<file path="src/rtl/mem_port_arbiter_if.sv">
// Bundle of the fetch, memory-access and external memory port signals shared
// by mem_port_arbiter and the logic around it.
interface mem_port_arbiter_if #(
  parameter int ADDR_W = 16,
  parameter int DATA_W = 16
);
  logic              if_req;
  logic [ADDR_W-1:0] if_addr;
  logic              if_flush;
  logic              if_gnt;
  logic              if_rvalid;
  logic [DATA_W-1:0] if_rdata;

  logic              ma_req;
  logic              ma_we;
  logic [ADDR_W-1:0] ma_addr;
  logic [DATA_W-1:0] ma_wdata;
  logic              ma_gnt;
  logic              ma_rvalid;
  logic [DATA_W-1:0] ma_rdata;

  logic [DATA_W-1:0] from_mem_data;
  logic [ADDR_W-1:0] to_mem_addr;
  logic [DATA_W-1:0] core_to_mem_data;
  logic              core_to_mem_write_enable;

  modport slave (
    input  if_req, if_addr, if_flush,
    input  ma_req, ma_we, ma_addr, ma_wdata,
    input  from_mem_data,
    output if_gnt, if_rvalid, if_rdata,
    output ma_gnt, ma_rvalid, ma_rdata,
    output to_mem_addr, core_to_mem_data, core_to_mem_write_enable
  );

  modport master (
    output if_req, if_addr, if_flush,
    output ma_req, ma_we, ma_addr, ma_wdata,
    output from_mem_data,
    input  if_gnt, if_rvalid, if_rdata,
    input  ma_gnt, ma_rvalid, ma_rdata,
    input  to_mem_addr, core_to_mem_data, core_to_mem_write_enable
  );
endinterface

</file>
<file path="src/rtl/mem_port_arbiter.sv">
// Shares the single memory port between instruction fetch and data access;
// data normally wins, a starvation counter guarantees fetch progress.
module mem_port_arbiter #(
  parameter int ADDR_W       = 16,
  parameter int DATA_W       = 16,
  parameter int STARVE_LIMIT = 4
) (
  input  logic              clk,
  input  logic              reset_n,
  mem_port_arbiter_if.slave bus
);

  typedef enum logic [1:0] {IDLE, RD_IF, RD_MA, WR} state_t;

  localparam logic [3:0] LIMIT = 4'(STARVE_LIMIT);

  state_t            state_q;
  state_t            state_d;
  logic [3:0]        starve_cnt;
  logic              flush_pend;
  logic              flush_pend_d;
  logic              starved;
  logic              ma_win;
  logic              if_gnt;
  logic              ma_gnt;
  logic [ADDR_W-1:0] mem_addr;
  logic [DATA_W-1:0] mem_wdata;
  logic              mem_we;
  logic              if_rvalid;
  logic              ma_rvalid;
  logic [DATA_W-1:0] if_rdata;
  logic [DATA_W-1:0] ma_rdata;

  // Grants are gated by reset so they drop the moment reset asserts.
  assign starved = (starve_cnt == LIMIT);
  assign ma_win  = bus.ma_req && (!starved || !bus.if_req);
  assign ma_gnt  = reset_n && ma_win;
  assign if_gnt  = reset_n && bus.if_req && !ma_win;

  always_comb begin
    mem_addr  = '0;
    mem_wdata = '0;
    mem_we    = 1'b0;
    if (ma_gnt) begin
      mem_addr  = bus.ma_addr;
      mem_wdata = bus.ma_wdata;
      mem_we    = bus.ma_we;
    end else if (if_gnt) begin
      mem_addr  = bus.if_addr;
    end
  end

  always_ff @(posedge clk or negedge reset_n) begin
    if (!reset_n) begin
      starve_cnt <= 4'd0;
    end else if (bus.if_req && !if_gnt) begin
      if (starve_cnt != LIMIT) begin
        starve_cnt <= starve_cnt + 4'd1;
      end
    end else begin
      starve_cnt <= 4'd0;
    end
  end

  always_ff @(posedge clk or negedge reset_n) begin
    if (!reset_n) begin
      state_q    <= IDLE;
      flush_pend <= 1'b0;
    end else begin
      state_q    <= state_d;
      flush_pend <= flush_pend_d;
    end
  end

  // A flush seen while an older fetch response is on the bus is consumed by
  // that response; otherwise it is held against the fetch granted now.
  always_comb begin
    state_d      = IDLE;
    flush_pend_d = 1'b0;
    if (ma_gnt) begin
      state_d = bus.ma_we ? WR : RD_MA;
    end else if (if_gnt) begin
      state_d      = RD_IF;
      flush_pend_d = bus.if_flush && (state_q != RD_IF);
    end
  end

  always_comb begin
    if_rvalid = 1'b0;
    ma_rvalid = 1'b0;
    if_rdata  = '0;
    ma_rdata  = '0;
    case (state_q)
      RD_IF: begin
        if (!flush_pend && !bus.if_flush) begin
          if_rvalid = 1'b1;
          if_rdata  = bus.from_mem_data;
        end
      end
      RD_MA: begin
        ma_rvalid = 1'b1;
        ma_rdata  = bus.from_mem_data;
      end
      default: ;
    endcase
  end

  assign bus.if_gnt                   = if_gnt;
  assign bus.ma_gnt                   = ma_gnt;
  assign bus.to_mem_addr              = mem_addr;
  assign bus.core_to_mem_data         = mem_wdata;
  assign bus.core_to_mem_write_enable = mem_we;
  assign bus.if_rvalid                = if_rvalid;
  assign bus.if_rdata                 = if_rdata;
  assign bus.ma_rvalid                = ma_rvalid;
  assign bus.ma_rdata                 = ma_rdata;

endmodule

</file>
<file path="src/flat_wrapper.sv">
// flat-port wrapper written by rule: the top's interface ports become plain ports
module mem_port_arbiter_flat 
#(
  parameter int ADDR_W       = 16,
  parameter int DATA_W       = 16,
  parameter int STARVE_LIMIT = 4
)
  (clk, reset_n, bus_if_req, bus_if_addr, bus_if_flush, bus_ma_req, bus_ma_we, bus_ma_addr, bus_ma_wdata, bus_from_mem_data, bus_if_gnt, bus_if_rvalid, bus_if_rdata, bus_ma_gnt, bus_ma_rvalid, bus_ma_rdata, bus_to_mem_addr, bus_core_to_mem_data, bus_core_to_mem_write_enable);
  mem_port_arbiter_if #(.ADDR_W(ADDR_W), .DATA_W(DATA_W)) bus_i ();
  input  logic clk;
  input  logic reset_n;
  input wire logic [$bits(bus_i.if_req)-1:0] bus_if_req;
  input wire logic [$bits(bus_i.if_addr)-1:0] bus_if_addr;
  input wire logic [$bits(bus_i.if_flush)-1:0] bus_if_flush;
  input wire logic [$bits(bus_i.ma_req)-1:0] bus_ma_req;
  input wire logic [$bits(bus_i.ma_we)-1:0] bus_ma_we;
  input wire logic [$bits(bus_i.ma_addr)-1:0] bus_ma_addr;
  input wire logic [$bits(bus_i.ma_wdata)-1:0] bus_ma_wdata;
  input wire logic [$bits(bus_i.from_mem_data)-1:0] bus_from_mem_data;
  output wire logic [$bits(bus_i.if_gnt)-1:0] bus_if_gnt;
  output wire logic [$bits(bus_i.if_rvalid)-1:0] bus_if_rvalid;
  output wire logic [$bits(bus_i.if_rdata)-1:0] bus_if_rdata;
  output wire logic [$bits(bus_i.ma_gnt)-1:0] bus_ma_gnt;
  output wire logic [$bits(bus_i.ma_rvalid)-1:0] bus_ma_rvalid;
  output wire logic [$bits(bus_i.ma_rdata)-1:0] bus_ma_rdata;
  output wire logic [$bits(bus_i.to_mem_addr)-1:0] bus_to_mem_addr;
  output wire logic [$bits(bus_i.core_to_mem_data)-1:0] bus_core_to_mem_data;
  output wire logic [$bits(bus_i.core_to_mem_write_enable)-1:0] bus_core_to_mem_write_enable;
  assign bus_i.if_req = bus_if_req;
  assign bus_i.if_addr = bus_if_addr;
  assign bus_i.if_flush = bus_if_flush;
  assign bus_i.ma_req = bus_ma_req;
  assign bus_i.ma_we = bus_ma_we;
  assign bus_i.ma_addr = bus_ma_addr;
  assign bus_i.ma_wdata = bus_ma_wdata;
  assign bus_i.from_mem_data = bus_from_mem_data;
  assign bus_if_gnt = bus_i.if_gnt;
  assign bus_if_rvalid = bus_i.if_rvalid;
  assign bus_if_rdata = bus_i.if_rdata;
  assign bus_ma_gnt = bus_i.ma_gnt;
  assign bus_ma_rvalid = bus_i.ma_rvalid;
  assign bus_ma_rdata = bus_i.ma_rdata;
  assign bus_to_mem_addr = bus_i.to_mem_addr;
  assign bus_core_to_mem_data = bus_i.core_to_mem_data;
  assign bus_core_to_mem_write_enable = bus_i.core_to_mem_write_enable;
  mem_port_arbiter #(.ADDR_W(ADDR_W), .DATA_W(DATA_W), .STARVE_LIMIT(STARVE_LIMIT)) u_core (.clk(clk), .reset_n(reset_n), .bus(bus_i));
endmodule
</file>
<file path="config.mk">
export PLATFORM = sky130hd
export DESIGN_NAME = mem_port_arbiter_flat
export DESIGN_NICKNAME = d
export VERILOG_FILES = /design/src/rtl/mem_port_arbiter_if.sv /design/src/rtl/mem_port_arbiter.sv /design/src/flat_wrapper.sv
export SDC_FILE = /design/constraint.sdc
export NUM_CORES = 1
export LEC_CHECK = 0
export CAP_MARGIN = 25
export CORE_MARGIN = 8
export CORE_UTILIZATION = 24
export CTS_CLUSTER_DIAMETER = 200
export DETAILED_ROUTE_END_ITERATION = 8
export PLACE_DENSITY_LB_ADDON = 0.1
export SLEW_MARGIN = 40
export SYNTH_ARGS = -nofsm -noshare
export SYNTH_HDL_FRONTEND = slang
export SYNTH_SLANG_ARGS = --single-unit
</file>
<file path="constraint.sdc">
create_clock -name clk -period 5.66 [get_ports clk]
set_clock_uncertainty 0.15 [all_clocks]
set_input_delay 1.132 -clock clk [delete_from_list [all_inputs] [get_ports clk]]
set_output_delay 1.132 -clock clk [all_outputs]
set_load 0.1 [all_outputs]
</file>
# Yosys cells after proc, flatten, opt, wreduce, memory -nomap -nowiden
# Cells that the tools add are included.
[word_totals]
wordCells = 41
input_bits = 70
out_inout_bits = 69
reg_bits = 7
[classes]
n_reduce_logical = 14
addsub = 1
n_eq_ne = 6
muxes = 17
[op_table]
columns = ["cell", "n"]
rows = [
  ["$mux W16", 6],
  ["$mux W1", 8],
  ["$mux W4", 2],
  ["$logic_and A1 B1 Y1", 7],
  ["$logic_not A1 Y1", 6],
  ["$add A4 B1 Y4 const B", 1],
  ["$eq A4 B3 Y1 const B", 1],
  ["$ne A4 B3 Y1 const B", 1],
  ["$eq A2 B1 Y1 const B", 1],
  ["$eq A2 B2 Y1 const B", 1],
  ["$mux W2", 1],
  ["$ne A2 B1 Y1 const B", 1],
  ["$ne A2 B2 Y1 const B", 1],
  ["$logic_or A1 B1 Y1", 1],
]

# Logic depth before layout (Yosys ltp)
[logic_depth]
ltp_word = 9
depth_mapped = 7
ltp_nobuf = 5

# Worst setup path before layout
# No wires, ideal clock.
[synth_path]
kind = "in2out"
start = "input port bus_if_flush"
end = "output port bus_if_rdata[10]"
path_slack_ns = 1.113
required_time_ns = 4.378
path_buffers = 1
stages = 3
arrival_ns = 3.265
cell_sequence = "nor3_2 clkbuf_1 and2_1"
[synth_via]
elab_chain_cells = 4
[synth_lines]
columns = ["element", "line", "text"]
rows = [
  ["start: declaration", "flat_wrapper.sv:14", "input wire logic [$bits(bus_i.if_flush)-1:0] bus_if_flush;"],
  ["$logic_not A1 Y1", "mem_port_arbiter.sv:95", "if (!flush_pend && !bus.if_flush) begin"],
  ["$logic_and A1 B1 Y1", "mem_port_arbiter.sv:95", ""],
  ["$mux W16", "mem_port_arbiter.sv:95", ""],
  ["$mux W16", "mem_port_arbiter.sv:93", "case (state_q)"],
  ["end: declaration", "flat_wrapper.sv:22", "output wire logic [$bits(bus_i.if_rdata)-1:0] bus_if_rdata;"],
]
# No other way between the ends.

# Final worst setup path
[layout_path]
start = "input port reset_n"
end = "output port bus_to_mem_addr[4]"
[layout_via]
elab_chain_cells = 4
word_cells_on_any_way = 5
classes_between = "mux (2); reduce/logical (3)"
[layout_lines]
columns = ["element", "line", "text"]
rows = [
  ["start: declaration", "flat_wrapper.sv:11", "input logic reset_n;"],
  ["$logic_and A1 B1 Y1 (2 in a row)", "mem_port_arbiter.sv:38", "assign if_gnt = reset_n && bus.if_req && !ma_win;"],
  ["$mux W16", "mem_port_arbiter.sv:48", "end else if (if_gnt) begin"],
  ["$mux W16 (*)", "mem_port_arbiter.sv:44", "if (ma_gnt) begin"],
  ["end: declaration", "flat_wrapper.sv:26", "output wire logic [$bits(bus_i.to_mem_addr)-1:0] bus_to_mem_addr;"],
]
# Mark *: on every way between the ends. The rest lies on a longest branch, timed or not.

==> impl_metrics.ini <==
[cts]
clkTransAtPathRegs_ns = 0.05
cts-root-buf = clkbuf_4
cts_resized = 0
clock-sinks = 7
post_cts_buffers = 0
worstSkewPairLatency_ns = 0.24
cts-hold-fix-buffers = 0
numCtsBuffers = 3
cts_tree = yes
cts.path.max_buffers = 2
h-tree-depth = 1

[route]
wl_um = 4440
avgViaCountPerCell = 4.50
ant_nets = 0
wl_per_cell_um = 15.4
drc = 0
drtIter0Drc = 12
vias = 1296
first_pass_iters = 4

[power_and_ir_drop]
switching_share_pct = 56.3
internal_power_uw = 159
p_clk_share_pct = 11.6
vdd_ir_drop_max_mv = 0.0866
leakage_nw = 1.04
p_sw_uw = 205
p_per_area_mw_per_mm2 = 175
combPwrFrac_pct = 73.3
pwr-share-seq_pct = 15.0

[global_route]
grt_pass1_vias = 1377
overflow = 0
antenna_found_initial = 0
grt_max_degree = 37
grt_use_total_pct = 14.7
grt_pass1_wl_um = 7040

[synth]
ys_ff_latch = 7
ys_seq_area_share_pct = 20.2
syn-cell-area_um2 = 867
yosysWarnings = 0
synthesis.nets = 177
syn_avg_cell_area_um2 = 8.26
synth_cells = 105
synthDistinctLibCells = 24

[worst_setup_path]
cp.required_ns = 4.38
cp.arrival_ns = 3.03
critPathBufInv = 2
cp_cell_sequence = clkdlybuf4s50_1 -> o211a_2 -> a22o_1 -> buf_4
startpoint = reset_n
criticalPathCategory = input port to output pin
worst-r2r-setup-slack_ns = 3.85
timing.rr.end = u_core.state_q[0]$_DFF_PN0_
r2r_start = u_core.starve_cnt[0]$_DFFE_PN0P_
path_delay_family = buffers and inverters
critical-path-max-stage-delay_ns = 0.70
cp_slowest_cell = clkdlybuf4s50_1
crit_fanout = 36
cp-end-kind = output pin
start_kind = input port
worstRegToRegCells = 5

[floorplanning]
dieArea_mm2 = 0.00579
ios = 139
initial_core_util_pct = 24.2
core_mm2 = 0.00358
die_h_um = 76.1
die_w_um = 76.1
rows = 22

[place]
hpwl_um = 4030
gp_congestion = 0.791
placed_cell_area_mm2 = 0.00205
port_buffers = 138

[sta]
rsz0062_at_grt = false
finalCritPeriodShare_pct = 76.2
setup_viol = 0
hold_viol = 0
fmax_mhz = 232
min_period_ns = 4.32
drv_slew = 0
fin_setup_tns_ns = 0
hold_ws_ns = 0.408
tightest_slew_ns = 0.667
maxSlewHeadroom_pct = 55.3

[layout]
antenna_cells_inserted = 0
drive_above_1_share_pct = 32.5
utilization_pct = 58.1
layout_common_cells = 69 x clkdlybuf4s50_1, 53 x buf_4, 49 x and2_1
syn_to_final_growth_pct = 140
fill_cells = 344
stdcell_area_mm2 = 0.00208
fin_nets = 313
final_common_cell = clkdlybuf4s50_1

[min_path]
hp-class = flop to flop
hold-path-cell-count = 1
hold_path_end = u_core.starve_cnt[0]$_DFFE_PN0P_
hp-start = u_core.starve_cnt[0]$_DFFE_PN0P_

[outcome]
status = finished clean

[flow_run]
drv_cap = 0
kinds of logic after synthesis:
kind of cell / after synthesis / synth area share [%]
flops: 7 / 20.2
simple gates: 58 / 43.4
buf+inv: 12 / 8.22
fa+ha+maj: 2 / 2.89
xor+xnor: 1 / 1.01
compound gates: 25 / 24.2
how the worst max path moves through the flow:
stage / end / slack (ns) / cells past startpoint
after floorplan: bus_if_rdata[10] / 1.11 / 3
after global placement: bus_to_mem_addr[9] / 1.23 / 4
after detailed placement: bus_to_mem_addr[4] / 1.12 / 4
after CTS: bus_to_mem_addr[4] / 1.12 / 4
after global routing: bus_to_mem_addr[4] / 1.15 / 4
final: bus_to_mem_addr[4] / 1.34 / 4
power groups by stage:
| stage | clock network (mW) | registers [mW] | logic [mW] |
|---|---|---|---|
| 2_1_floorplan | 0 | 0.0551 | 0.186 |
| 3_3_place_gp | 0 | 0.0554 | 0.271 |
| 3_5_place_dp | 0 | 0.0555 | 0.268 |
| 4_1_cts | 0.0444 | 0.0547 | 0.269 |
| 5_1_grt | 0.0482 | 0.0551 | 0.277 |
| 6_report | 0.0424 | 0.0547 | 0.267 |
synth_stat cells (all sizes together):
cell type | n | area share [%]
nor3 | 2 | 1.7
nand2b | 2 | 1.4
and3 | 1 | 0.72
a211oi | 1 | 0.87
nor2b | 1 | 0.72
ha | 2 | 2.9
o41ai | 1 | 1.0
clkbuf | 2 | 0.87
a22o | 16 | 16
inv | 4 | 1.7
o2111ai | 1 | 1.0
and2 | 49 | 35
a21o | 1 | 0.87
o32ai | 1 | 1.0
o211a | 1 | 1.2
xor2 | 1 | 1.0
buf | 6 | 5.6
nand3b | 1 | 2.3
o21ai | 2 | 1.2
dfrtp | 7 | 20
a311oi | 1 | 1.0
nand3 | 2 | 1.2
sequential cells by signal (all words and copies together), names as in the netlist:
signal,cells
u_core.flush_pend,1
u_core.starve_cnt,4
u_core.state_q,2
layer usage:
metal | wire length, µm | global-route usage, %
met1 | 1640 | 14.5
met2 | 2150 | 26.0
met3 | 619 | 8.14
met4 | 27 | 3.46
met5 | 0 | 0
through the flow:
step / setup WS (ns) / power [mW] / cells
2_1_floorplan: 1.11 / 0.241 / 105
3_3_place_gp: 1.23 / 0.326 / 284
3_5_place_dp: 1.12 / 0.324 / 284
4_1_cts: 1.12 / 0.368 / 288
5_1_grt: 1.15 / 0.381 / 288
6_report: 1.34 / 0.364 / 288
cell type report:
class	count	area (µm²)	share of cell area (%)
tap	48	60.1	2.89
sequential	7	175	8.43
multi-input combinational	86	628	30.2
clock buffer	4	26.3	1.26
inverter	4	15.0	0.722
timing repair buffer	139	1170	56.5
Note: power is estimated with default switching activity, not from simulation.
